<file path="src/rtl/mul24_iter.sv">
// mul24_iter: iterative 24x24 -> 48 bit unsigned mantissa multiplier (IDLE/RUN/DONE).
// Latency: N+1 edges after the accepting edge (N=12 with MUL24_RADIX4_EN defined, N=24 otherwise).
// Backpressure: stall holds the issuing stage while a request is accepted or RUN is active; ena=0 freezes all state.
module mul24_iter (
  input  logic        clk,
  input  logic        clr,
  input  logic [23:0] a,
  input  logic [23:0] b,
  input  logic        fmul,
  input  logic        ena,
  output logic [47:0] q,
  output logic        busy,
  output logic [4:0]  count,
  output logic        stall
);

`ifdef MUL24_RADIX4_EN
  localparam int unsigned DIGW = 2;
  localparam logic [4:0]  LAST = 5'd11;
`else
  localparam int unsigned DIGW = 1;
  localparam logic [4:0]  LAST = 5'd23;
`endif

  typedef enum logic [1:0] {IDLE, RUN, DONE} state_t;

  state_t      state_q;
  logic [23:0] a_q;
  logic [23:0] b_q;
  logic [47:0] acc_q;
  logic [47:0] q_q;
  logic        busy_q;
  logic [4:0]  count_q;
`ifdef MUL24_RADIX4_EN
  logic [25:0] a3_q;
`endif

  logic [47:0] pp_ext;
  logic [47:0] pp_shift;

  // Partial product for the current multiplier digit, aligned to its digit position.
  always_comb begin
    pp_ext   = '0;
    pp_shift = '0;
`ifdef MUL24_RADIX4_EN
    case (b_q[1:0])
      2'd1:    pp_ext = {24'd0, a_q};
      2'd2:    pp_ext = {23'd0, a_q, 1'b0};
      2'd3:    pp_ext = {22'd0, a3_q};
      default: pp_ext = '0;
    endcase
    pp_shift = pp_ext << {count_q, 1'b0};
`else
    if (b_q[0]) begin
      pp_ext = {24'd0, a_q};
    end
    pp_shift = pp_ext << count_q;
`endif
  end

  // Control FSM and datapath registers. A clear while an operation is in
  // flight aborts it but leaves the last delivered product on q; a clear
  // from IDLE is a full reset and also zeroes q.
  always_ff @(posedge clk) begin
    if (clr) begin
      if (state_q == IDLE) begin
        q_q <= '0;
      end
      state_q <= IDLE;
      busy_q  <= 1'b0;
      count_q <= '0;
      acc_q   <= '0;
      a_q     <= '0;
      b_q     <= '0;
`ifdef MUL24_RADIX4_EN
      a3_q    <= '0;
`endif
    end else if (ena) begin
      case (state_q)
        IDLE: begin
          if (fmul) begin
            a_q     <= a;
            b_q     <= b;
`ifdef MUL24_RADIX4_EN
            a3_q    <= {2'b00, a} + {1'b0, a, 1'b0};
`endif
            acc_q   <= '0;
            count_q <= '0;
            busy_q  <= 1'b1;
            state_q <= RUN;
          end
        end
        RUN: begin
          acc_q   <= acc_q + pp_shift;
          b_q     <= b_q >> DIGW;
          count_q <= count_q + 5'd1;
          if (count_q == LAST) begin
            state_q <= DONE;
          end
        end
        DONE: begin
          q_q     <= acc_q;
          busy_q  <= 1'b0;
          state_q <= IDLE;
        end
        default: state_q <= IDLE;
      endcase
    end
  end

  assign stall = (state_q == RUN) || ((state_q == IDLE) && fmul && ena);
  assign q     = q_q;
  assign busy  = busy_q;
  assign count = count_q;

endmodule

</file>
<file path="config.mk">
export PLATFORM = sky130hd
export DESIGN_NAME = mul24_iter
export DESIGN_NICKNAME = d
export VERILOG_FILES = /design/src/rtl/mul24_iter.sv
export SDC_FILE = /design/constraint.sdc
export NUM_CORES = 1
export LEC_CHECK = 0
export ABC_AREA = 1
export CAP_MARGIN = 20
export CELL_PAD_IN_SITES_DETAIL_PLACEMENT = 0
export CELL_PAD_IN_SITES_GLOBAL_PLACEMENT = 1
export CORE_MARGIN = 2
export CORE_UTILIZATION = 41
export DETAILED_ROUTE_END_ITERATION = 8
export PLACE_DENSITY_LB_ADDON = 0.1
export SLEW_MARGIN = 30
export SYNTH_ARGS = -nofsm -noshare
export SYNTH_HDL_FRONTEND = slang
export SYNTH_SLANG_ARGS = --single-unit
</file>
<file path="constraint.sdc">
create_clock -name clk -period 3.8 [get_ports clk]
set_input_delay 0.38 -clock clk [delete_from_list [all_inputs] [get_ports clk]]
set_output_delay 0.38 -clock clk [all_outputs]
set_load 0.01 [all_outputs]
</file>
==> metrics.yaml, run 1 <==
floorplanning:
  start_util_pct: 41.9
  ios: 107
  dieArea_um2: 28100
  die_x_um: 168
  dieHeight_um: 168
  rows: 59
  core_um2: 26100
power:
  internal-power_mw: 2.80
  switchingPower_mw: 1.12
  p_sw_share_pct: 28.7
  leakagePower_nw: 6.01
  pwr-share-comb_pct: 9.0
  p_seq_share_pct: 45.0
  peakVddDrop_mv: 0.277
  totalPowerFinal_mw: 3.92
  p_per_area_nw_per_um2: 302
  power.share.clock_pct: 46.0
cts:
  cts_buffers: 17
  h-tree-depth: 4
  cts_hold_buffers: 0
  cts_buffer_depth: 2
  cts_tree: "done"
  clkLatencyLatePin_ns: 0.45
  cts_root_buf: "clkbuf_16"
  cts_sinks: 152
  clk_pin_slew_ns: 0.08
  post_cts_buffers: 0
logic_synthesis:
  yosys_warnings: 0
  syn_area_um2: 11000
  async_flop_share_pct: 0
  synth_cells: 1797
  syn_area_per_cell_um2: 6.10
  synth-seq-area-share_pct: 32.1
  synthesis.nets: 1898
  synth_edf_count: 48
  ys_ff_latch: 152
  synth_cell_type_count: 43
  ys_dominant_reg_cell: "dfxtp_1"
layout:
  antenna_cells: 0
  final_area_um2: 13000
  syn2layout_area_growth_pct: 18.5
  nNetsFinal: 1984
  n_fill_cell: 2860
  post-route-util_pct: 49.7
  layout.cells.non_filler: 2231
  drive_gt1_share_pct: 4.43
sta:
  worst_slew_pin_slew_ns: 0.688
  fmax_mhz: 281
  hold_viol_final: 0
  rsz0062_at_grt: "yes"
  setup_viol: 0
  fin_crit_sh_pct: 93.6
  maxSlewHeadroom_pct: 54.1
  finalCriticalPeriod_ns: 3.56
  fin_skew_ns: 0.0170
  slew_violations: 0
setup_path:
  cp_slowest_cell: "dfxtp_1"
  critical_path.max_fanout: 36
  crit_type: "register to register"
  crit_chain: "buf_12 -> nand2_1 -> o21ai_0 -> o21ai_1 -> nand2_1 -> o21ai_0 -> nand2_1 -> o21ai_1 -> o21ai_1 -> ha_1 -> nand2_1 -> inv_1 -> a21oi_1 -> buf_4 -> nor2_1 -> nor2_1 -> nand2_1 -> nand2_1 -> nand4_1 -> nand3_1 -> nand2_1"
  cp.arrival_ns: 3.89
  crit_top_cell: "nand2_1"
  path_buf_inv: 3
  crit_path_end_kind: "register"
  cp_slowest_stage_delay_ns: 0.38
  path_delay_family: "simple AND/OR/NAND/NOR gates"
  worst-endpoint-required_ns: 4.14
  cp-start-kind: "register"
outcome:
  violations: "DRC"
  status: "finished, violations left"
drt:
  drt_iter0_markers: 739
  vias_per_cell: 5.07
  detail-route-antenna-nets: 0
  drt-total-wl_um: 36800
  wl_per_cell_um: 16.5
  vias: 11300
  drc: 7
  drt_first_pass_iters: 9
grt:
  grt_pass1_wl_um: 57000
  overflow: 0
  grt_max_degree: 49
  first_global_vias: 10600
  antenna_found_initial: 0
  grtUsageTotal_pct: 26.2
placed_design:
  dpl_cell_area_um2: 12300
  dp_cells: 2199
  dp_hpwl_um: 29000
  port_buffers: 106
  gp_congestion: 0.937
run:
  cap_violations: 0
min_path:
  hold_path.class: "primary input to register"
-- timing repair --
action                     CTS  global route
gates resized for setup      1            11
setup endpoints to repair    1             9
pin swaps                    0             1
-- cell usage after synthesis, types with 2 or more instances --
| cell type | n | area (µm²) |
|---|---|---|
| nor2_1 | 183 | 687 |
| a21oi_1 | 72 | 360 |
| edfxtp_1 | 48 | 1440 |
| or2_1 | 3 | 18.8 |
| inv_1 | 243 | 912 |
| nor4_1 | 2 | 12.5 |
| dfxtp_1 | 104 | 2080 |
| a211oi_1 | 2 | 15.0 |
| buf_1 | 11 | 41.3 |
| o21ai_0 | 52 | 260 |
| o21ai_1 | 65 | 325 |
| nor2_2 | 2 | 12.5 |
| o21bai_1 | 6 | 45.0 |
| nand3_1 | 102 | 510 |
| or2_2 | 2 | 12.5 |
| buf_2 | 15 | 75.1 |
| clkbuf_1 | 26 | 97.6 |
| and2_1 | 9 | 56.3 |
| a22o_1 | 2 | 17.5 |
| nand4_1 | 12 | 75.1 |
| nor3_1 | 16 | 80.1 |
| buf_6 | 5 | 56.3 |
| inv_2 | 5 | 18.8 |
| nand3b_1 | 13 | 97.6 |
| a31oi_1 | 23 | 144 |
| mux2i_1 | 6 | 60.1 |
| o21ai_2 | 5 | 43.8 |
| o21a_1 | 6 | 45.0 |
| buf_4 | 7 | 52.6 |
| ha_1 | 48 | 601 |
| nand2_1 | 690 | 2590 |
-- through the flow --
| step | hold slack, ns | setup WS, ns | setup TNS (ns) |
|---|---|---|---|
| final | 0.366 | 0.244 | 0 |
| after global routing | 0.413 | -0.0216 | -0.0216 |
| after CTS | 0.368 | 0.00847 | 0 |
| after detailed placement | 0.460 | -0.0833 | -0.0833 |
| after global placement | 0.455 | -0.0497 | -0.0497 |
| after floorplan | 0.444 | 0.316 | 0 |
-- cells by family (layout without fill, tap and decap cells) --
family          after synthesis  count (layout)  share of synthesized area [%]
compound gates              238             238                           11.8
flops                       152             152                           32.1
simple gates               1039            1039                           38.4
buf+inv                     313             412                           11.5
fa+ha+maj                    49              49                           5.66
mux                           6               6                          0.548
-- worst paths after layout --
path         slack [ns]  startpoint          to  depth (start not counted)
min                0.37         clr  state_q[0]                          2
min reg2reg        0.47     b_q[23]     b_q[23]                          2
max                0.24      b_q[0]   acc_q[42]                         21
max reg2reg        0.24      b_q[0]   acc_q[42]                         21
-- layout by cell type (no fill, tap or decap), drive strengths merged, types with 8 or more instances in the layout --
cell	netlist	layout
clkbuf	26	17
clkdlybuf4s50	0	105
nor3	16	16
nand2	691	691
nand4	12	12
buf	38	26
a21oi	72	72
and2	9	9
clkinv	1	8
edfxtp	48	48
a31oi	23	23
nand3b	13	13
o21ai	122	122
ha	48	48
inv	248	255
nor2	187	187
dfxtp	104	104
nand3	102	102
-- routing by layer --
metal | GRT usage [%] | share of wire [%]
met5 | 0 | 0
met2 | 43.5 | 46
met3 | 4.18 | 4.8
met4 | 10.6 | 3.3
met1 | 34.1 | 46
-- area by class of cell --
type                            instances  area (µm²)  share of cell area [%]
Sequential cell                       152        3520                    27.1
Clock inverter                         15         198                    1.52
Multi-Input combinational cell       1332        6220                    47.9
Inverter                              249         935                    7.20
Clock buffer                           17         425                    3.27
Tap cell                              335         419                    3.23
Timing Repair Buffer                  131        1270                    9.79
-- worst reg2reg max path: stages, from the launching register on --
cell and delay (ns):
dfxtp_1 0.38, buf_12 0.20, nand2_1 0.12, o21ai_0 0.23, o21ai_1 0.12, nand2_1 0.08, o21ai_0 0.15, nand2_1 0.10
o21ai_1 0.11, o21ai_1 0.31, ha_1 0.35, nand2_1 0.12, inv_1 0.05, a21oi_1 0.23, buf_4 0.15, nor2_1 0.03
nor2_1 0.25, nand2_1 0.08, nand2_1 0.12, nand4_1 0.10, nand3_1 0.13, nand2_1 0.06
-- power groups by stage --
stage	Sequential [mW]	Clock (mW)	Combinational, mW
after CTS	1.77	1.83	0.360
final	1.76	1.80	0.353
after detailed placement	1.80	0	0.359
after floorplan	1.82	0	0.164
after global routing	1.77	1.89	0.389
after global placement	1.80	0	0.357
-- registers in the layout, summed over array words and instances (netlist names) --
| name | flops |
|---|---|
| b_q | 24 |
| a_q | 24 |
| state_q | 2 |
| q | 48 |
| count | 5 |
| acc_q | 48 |
| busy | 1 |
No activity file was read; power rests on OpenSTA's default activity.
==> run 2, diff against run 1 <==
--- a/config.mk
+++ b/config.mk
@@ -12,8 +12,8 @@
 export CORE_MARGIN = 2
 export CORE_UTILIZATION = 41
 export DETAILED_ROUTE_END_ITERATION = 8
-export PLACE_DENSITY_LB_ADDON = 0.1
-export SLEW_MARGIN = 30
+export PLACE_DENSITY = 0.85
+export SLEW_MARGIN = 20
 export SYNTH_ARGS = -nofsm -noshare
 export SYNTH_HDL_FRONTEND = slang
 export SYNTH_SLANG_ARGS = --single-unit
==> run 2 against run 1 <==
Effect of this change:
- non-clock buffer count rose by 21
- wire length fell by 0.27%
- largest cell class unchanged
- design area rose by 1.1%
- first-iteration DRC count rose by 16%
- critical endpoint is now acc_q[26]
- largest power group unchanged
- combinational power grew 2%
- the run still ends with DRC left
==> metrics.yaml, run 2 (synthesis gave the netlist of run 1 again) <==
floorplanning:
  rows: 59  # unchanged
  ios: 107  # unchanged
  core_um2: 26100  # unchanged
  die_x_um: 168  # unchanged
  dieHeight_um: 168  # unchanged
  start_util_pct: 41.9  # unchanged
  dieArea_um2: 28100  # unchanged
min_path:
  hp-start: "clr"  # unchanged
  hold_path.class: "primary input to register"  # unchanged
  hold_end: "state_q[0]"  # unchanged
  hold_path_depth: 2  # unchanged
outcome:
  violations: "DRC"  # unchanged
  status: "finished, violations left"  # unchanged
grt:
  antenna_found_initial: 0  # unchanged
  grtUsageTotal_pct: 26.4  # was 26.2%
  first_global_vias: 10800  # was 10600
  overflow: 0  # unchanged
  grt_pass1_wl_um: 57500  # was 57000 µm
  grt_max_degree: 49  # unchanged
cts:
  cts_buffers: 17  # unchanged
  clk_pin_slew_ns: 0.08  # about the same
  clkLatencyLatePin_ns: 0.45  # about the same
  cts_root_buf: "clkbuf_16"  # unchanged
  h-tree-depth: 4  # unchanged
  cts_hold_buffers: 0  # unchanged
  cts_sinks: 152  # unchanged
  cts_buffer_depth: 2  # unchanged
  cts_tree: "done"  # unchanged
sta:
  fin_ws_ns: 0.250  # was 0.244 ns
  whs_ns: 0.371  # was 0.366 ns
  maxSlewHeadroom_pct: 51.5  # was 54.1%
  rsz0062_at_grt: "no"  # was yes
  slew_violations: 0  # unchanged
  fin_tns_setup_ns: 0  # unchanged
  fin_skew_ns: 0.0162  # was 0.0170 ns
  worst_slew_pin_slew_ns: 0.727  # was 0.688 ns
  fin_crit_sh_pct: 93.4  # was 93.6%
  setup_viol: 0  # unchanged
  hold_viol_final: 0  # unchanged
  finalCriticalPeriod_ns: 3.55  # was 3.56 ns
  fmax_mhz: 282  # was 281 MHz
setup_path:
  reg2reg_to: "acc_q[26]"  # was acc_q[42]
  critical_path.max_fanout: 36  # unchanged
  cp.arrival_ns: 3.88  # was 3.89 ns
  cp-start-kind: "register"  # unchanged
  rr_worst_depth: 18  # was 21
  worst-endpoint-required_ns: 4.13  # was 4.14 ns
  r2r-start: "b_q[0]"  # unchanged
  crit_path_end_kind: "register"  # unchanged
  crit_type: "register to register"  # unchanged
  r2r_slack_ns: 0.25  # was 0.24 ns
drt:
  drt_iter0_markers: 859  # was 739
  drt-total-wl_um: 36700  # was 36800 µm
  vias_per_cell: 5.06  # was 5.07
  wl_met3_um: 1740  # was 1780 µm
  vias: 11400  # was 11300
  detail-route-antenna-nets: 0  # unchanged
  drc: 3  # was 7
  wl_met1_um: 16900  # about the same
  drt_first_pass_iters: 9  # unchanged
  dr_wl_met2_um: 16600  # was 16900 µm
  wl_per_cell_um: 16.3  # was 16.5 µm
  dr.max_layer_used: "met4"  # unchanged
power:
  p_per_area_nw_per_um2: 297  # was 302 nW/µm²
  peakVddDrop_mv: 0.310  # was 0.277 mV
  leakagePower_nw: 6.14  # was 6.01 nW
  totalPowerFinal_mw: 3.91  # was 3.92 mW
layout:
  layout.cells.non_filler: 2252  # was 2231
  final_common_cell: "nand2_1"  # unchanged
  nNetsFinal: 2005  # was 1984
  drive_gt1_share_pct: 5.53  # was 4.43%
  n_fill_cell: 2818  # was 2860
  final_cell_mix: "nand2_1 (690), inv_1 (243), nor2_1 (180), clkdlybuf4s50_1 (105), dfxtp_1 (104)"  # was nand2_1 (690), inv_1 (243), nor2_1 (177), clkdlybuf4s50_1 (105), dfxtp_1 (104)
  syn2layout_area_growth_pct: 19.8  # was 18.5%
  antenna_cells: 0  # unchanged
placed_design:
  port_buffers: 106  # unchanged
  gp_congestion: 0.937  # about the same
  place_ws_ns: -0.115  # was -0.0833 ns
  dp_hpwl_um: 29200  # was 29000 µm
  dp_cells: 2216  # was 2199
run:
  cap_violations: 0  # unchanged
[run 2: critical path: stages, from the launching register on]
cell and delay [ns]:
dfxtp_1 0.38, buf_12 0.19, nand2_1 0.09, o21ai_0 0.20, nand2_1 0.07, o21ai_1 0.16, mux2i_1 0.20, nor3_1 0.38
ha_1 0.37, nand2_1 0.09, nand2_1 0.08, nand2_1 0.07, nand2_1 0.11, nand3b_1 0.35, buf_4 0.26, nand2_1 0.06
nand3_1 0.12, o21ai_0 0.19, nand2_1 0.07
[run 2: routing by layer]
layer  vias up  track usage, %
met2       304            43.6
li1       5888               -
met3        52            3.29
met5         -               0
met4         0            11.5
met1      5147            34.8
[run 2: final cells by class]
class	count	area, µm²	share of cell area (%)
flip-flops and latches	152	3520	26.8
well taps	335	419	3.19
clock buffers	17	425	3.24
multi-input cells	1332	6220	47.4
clock inverters	15	179	1.36
inverters	249	935	7.12
repair buffers	152	1430	10.9
[run 2: what timing repair did]
action                                  4_1_cts  5_1_grt
resized for setup                             1       10
pin swaps                                     0        3
endpoints found under the setup margin        2        7
setup buffers                                 1        3
hold endpoints to repair                      0        0
[run 2: stage by stage]
step	cell area, µm²	utilization, %
2_1_floorplan	11000	-
3_3_place_gp	12500	47.7
3_5_place_dp	12500	47.7
4_1_cts	13100	50.0
5_1_grt	13100	50.2
6_report	13100	50.2
[run 2: worst max-delay path by stage]
stage               startpoint         to  slack (ns)  cells after the start
finish                  b_q[0]  acc_q[26]        0.25                     18
detailed placement      b_q[0]  acc_q[22]       -0.12                     15
CTS                     b_q[0]  acc_q[38]        0.06                     18
global route          count[0]  acc_q[23]       0.009                     17
floorplan                  clr       q[0]        0.32                      4
global placement        b_q[0]  acc_q[22]       -0.11                     15
[run 2: report_power, final]
group | internal, mW | switching (mW) | leakage [nW]
clock network | 0.892 | 0.891 | 0.296
registers | 1.74 | 0.0274 | 1.33
logic | 0.159 | 0.200 | 4.51
total | 2.79 | 1.12 | 6.14
==> run 3, diff against run 2 <==
--- a/config.mk
+++ b/config.mk
@@ -13,6 +13,7 @@
 export CORE_UTILIZATION = 41
 export DETAILED_ROUTE_END_ITERATION = 8
 export PLACE_DENSITY = 0.85
+export RECOVER_POWER = 100
 export SLEW_MARGIN = 20
 export SYNTH_ARGS = -nofsm -noshare
 export SYNTH_HDL_FRONTEND = slang
==> run 3 against run 2 <==
Effect of this change:
- the flow finishes with violations (DRC, capacitance limit, slew limit)
- total power decreased by 0.46%
- final cell count unchanged
- first-iteration DRC count increased by 0.58%
- design area decreased by 0.21%
- setup slack got worse by 0.018 ns
- flip-flop and latch count unchanged
- register-to-register slack got worse by 0.02 ns
- via count increased by 0.26%
- wire length about the same
- critical path depth increased by 2
- global-route usage unchanged
- clock power about the same
- critical path type unchanged
- critical endpoint unchanged
==> metrics.yaml, run 3 (synthesis gave the netlist of run 1 again) <==
drt:
  vias_per_cell: 5.07  # was 5.06
  drc: 3  # unchanged
  wl_per_cell_um: 16.3  # about the same
  detail-route-antenna-nets: 0  # unchanged
  vias: 11400  # about the same
  drt_first_pass_iters: 9  # unchanged
  drt-total-wl_um: 36700  # about the same
  drt_iter0_markers: 864  # was 859
grt:
  overflow: 0  # unchanged
  met1_usage_pct: 34.8  # unchanged
  grt_max_degree: 49  # unchanged
  antenna_found_initial: 0  # unchanged
  grtUsageTotal_pct: 26.4  # unchanged
  grt_busiest_layer: "met2"  # unchanged
  grt_pass1_wl_um: 57500  # unchanged
  use_met3_pct: 3.29  # unchanged
  use_met2_pct: 43.6  # unchanged
  first_global_vias: 10800  # unchanged
min_path:
  hp-start: "a_q[7]"  # was clr
  hold_path.class: "register to register"  # was primary input to register
  hold_end: "a_q[7]"  # was state_q[0]
  hold_path_depth: 2  # unchanged
setup_path:
  crit_type: "register to register"  # unchanged
  path_buf_inv: 3  # was 2
  rr_worst_depth: 20  # was 18
  path_delay_family: "simple AND/OR/NAND/NOR gates"  # unchanged
  cp_slowest_cell: "dfxtp_1"  # unchanged
  crit_path_end_kind: "register"  # unchanged
  crit_top_cell: "nand2_1"  # unchanged
  crit_chain: "buf_12 -> nand2_1 -> inv_1 -> nand2_1 -> o21ai_1 -> nand2_1 -> o21ai_1 -> mux2i_1 -> nor3_1 -> ha_1 -> nand2_1 -> nand2_1 -> nand2_1 -> nand2_1 -> nand3b_1 -> clkbuf_2 -> nand2_1 -> nand3_1 -> o21ai_0 -> nand2_1"  # was buf_12 -> nand2_1 -> o21ai_0 -> nand2_1 -> o21ai_1 -> mux2i_1 -> nor3_1 -> ha_1 -> nand2_1 -> nand2_1 -> nand2_1 -> nand2_1 -> nand3b_1 -> buf_4 -> nand2_1 -> nand3_1 -> o21ai_0 -> nand2_1
  worst-endpoint-required_ns: 4.13  # about the same
  r2r-start: "b_q[0]"  # unchanged
  cp-start-kind: "register"  # unchanged
  critical_path.max_fanout: 36  # unchanged
  cp.arrival_ns: 3.90  # was 3.88 ns
  cp_slowest_stage_delay_ns: 0.38  # about the same
  r2r_slack_ns: 0.23  # was 0.25 ns
  reg2reg_to: "acc_q[26]"  # unchanged
cts:
  cts_tree: "done"  # unchanged
  h-tree-depth: 4  # unchanged
  cts_buffers: 17  # unchanged
  clkLatencyLatePin_ns: 0.44  # was 0.45 ns
  cts_hold_buffers: 0  # unchanged
  clk_pin_slew_ns: 0.08  # about the same
  cts_buffer_depth: 2  # unchanged
  cts_root_buf: "clkbuf_16"  # unchanged
  cts_sinks: 152  # unchanged
sta:
  fmax_mhz: 280  # was 282 MHz
  setup_viol: 0  # unchanged
  worst_slew_pin_slew_ns: 1.79  # was 0.727 ns
  slew_violations: 104  # was 0
  fin_ws_ns: 0.232  # was 0.250 ns
  hold_viol_final: 0  # unchanged
  finalCriticalPeriod_ns: 3.57  # was 3.55 ns
  fin_skew_ns: 0.0164  # was 0.0162 ns
  fin_crit_sh_pct: 93.9  # was 93.4%
  rsz0062_at_grt: "no"  # unchanged
  maxSlewHeadroom_pct: -19.5  # was 51.5%
layout:
  post-route-util_pct: 50.1  # was 50.2%
  n_fill_cell: 2827  # was 2818
  final_common_cell: "nand2_1"  # unchanged
  final_cell_mix: "nand2_1 (690), inv_1 (243), nor2_1 (180), dfxtp_1 (104), nand3_1 (102)"  # was nand2_1 (690), inv_1 (243), nor2_1 (180), clkdlybuf4s50_1 (105), dfxtp_1 (104)
  drive_gt1_share_pct: 5.22  # was 5.53%
  antenna_cells: 0  # unchanged
  nNetsFinal: 2005  # unchanged
  syn2layout_area_growth_pct: 19.5  # was 19.8%
floorplanning:
  core_um2: 26100  # unchanged
  rows: 59  # unchanged
  dieArea_um2: 28100  # unchanged
  ios: 107  # unchanged
  die_x_um: 168  # unchanged
  start_util_pct: 41.9  # unchanged
  dieHeight_um: 168  # unchanged
placed_design:
  port_buffers: 106  # unchanged
  gp_congestion: 0.937  # unchanged
  place_ws_ns: -0.115  # unchanged
  dp_hpwl_um: 29200  # unchanged
outcome:
  status: "finished, violations left"  # unchanged
  violations: "DRC, capacitance limit, slew limit"  # was DRC
run:
  cap_violations: 3  # was 0
power:
  p_per_area_nw_per_um2: 297  # about the same
  leakagePower_nw: 6.19  # was 6.14 nW
  peakVddDrop_mv: 0.310  # about the same
run 3: cell count changes in the layout (fill, tap and decap cells not counted), sizes merged:
cell / delta
clkbuf: +9
dlygate4sd3: +52
clkdlybuf4s50: -52
buf: -9
run 3: final cells by class:
type / count / area [µm²] / area share [%]
clock buffers: 17 / 425 / 3.25
clock inverters: 15 / 179 / 1.37
inverters: 249 / 935 / 7.13
multi-input cells: 1332 / 6220 / 47.5
flip-flops and latches: 152 / 3520 / 26.9
well taps: 335 / 419 / 3.20
repair buffers: 152 / 1400 / 10.7
run 3: through the flow:
| stage | hold slack, ns | TNS (ns) | std cells | total power, mW | instance area, µm² |
|---|---|---|---|---|---|
| floorplan | 0.444 | 0 | 1797 | 1.98 | 11000 |
| global route | 0.488 | 0 | 2252 | 4.02 | 13100 |
| detailed placement | 0.456 | -0.175 | 2216 | 2.17 | 12500 |
| finish | 0.465 | 0 | 2252 | 3.89 | 13100 |
| CTS | 0.360 | 0 | 2249 | 3.93 | 13100 |
| global placement | 0.456 | -0.167 | 2216 | 2.16 | 12500 |
run 3: tightest hold or removal path: cells and delay by family (launching register included):
family / cells / cell delay, ns
DFF: 1 / 0.31
and+or+nand+nor: 1 / 0.06
AOI/OAI and AO/OA: 1 / 0.05
run 3: worst max path at each step:
stage	startpoint	to	slack, ns	cells past startpoint
floorplan	clr	q[0]	0.32	4
global placement	b_q[0]	acc_q[22]	-0.11	15
detailed placement	b_q[0]	acc_q[22]	-0.12	15
CTS	b_q[0]	acc_q[38]	0.06	18
global route	count[0]	acc_q[45]	0.007	20
finish	b_q[0]	acc_q[26]	0.23	20
run 3: report_power, final:
group / internal (mW) / switching [mW] / leakage [nW] / total (mW)
logic: 0.146 / 0.199 / 4.56 / 0.345
clock network: 0.892 / 0.888 / 0.296 / 1.78
registers: 1.74 / 0.0258 / 1.33 / 1.76
total: 2.77 / 1.11 / 6.19 / 3.89
run 3: timing repair:
| item | 4_1_cts | 5_1_grt |
|---|---|---|
| pin swaps | 0 | 3 |
| buffers inserted | 1 | 3 |
| gates cloned | 0 | 0 |
| resized for setup | 1 | 10 |
| endpoints found under the setup margin | 2 | 7 |
run 3: metal layers:
layer / vias up / part of all wire, %
met1: 5140 / 46
met4: 0 / 3.8
met2: 329 / 45
met5: - / 0
met3: 54 / 5.3
li1: 5898 / -
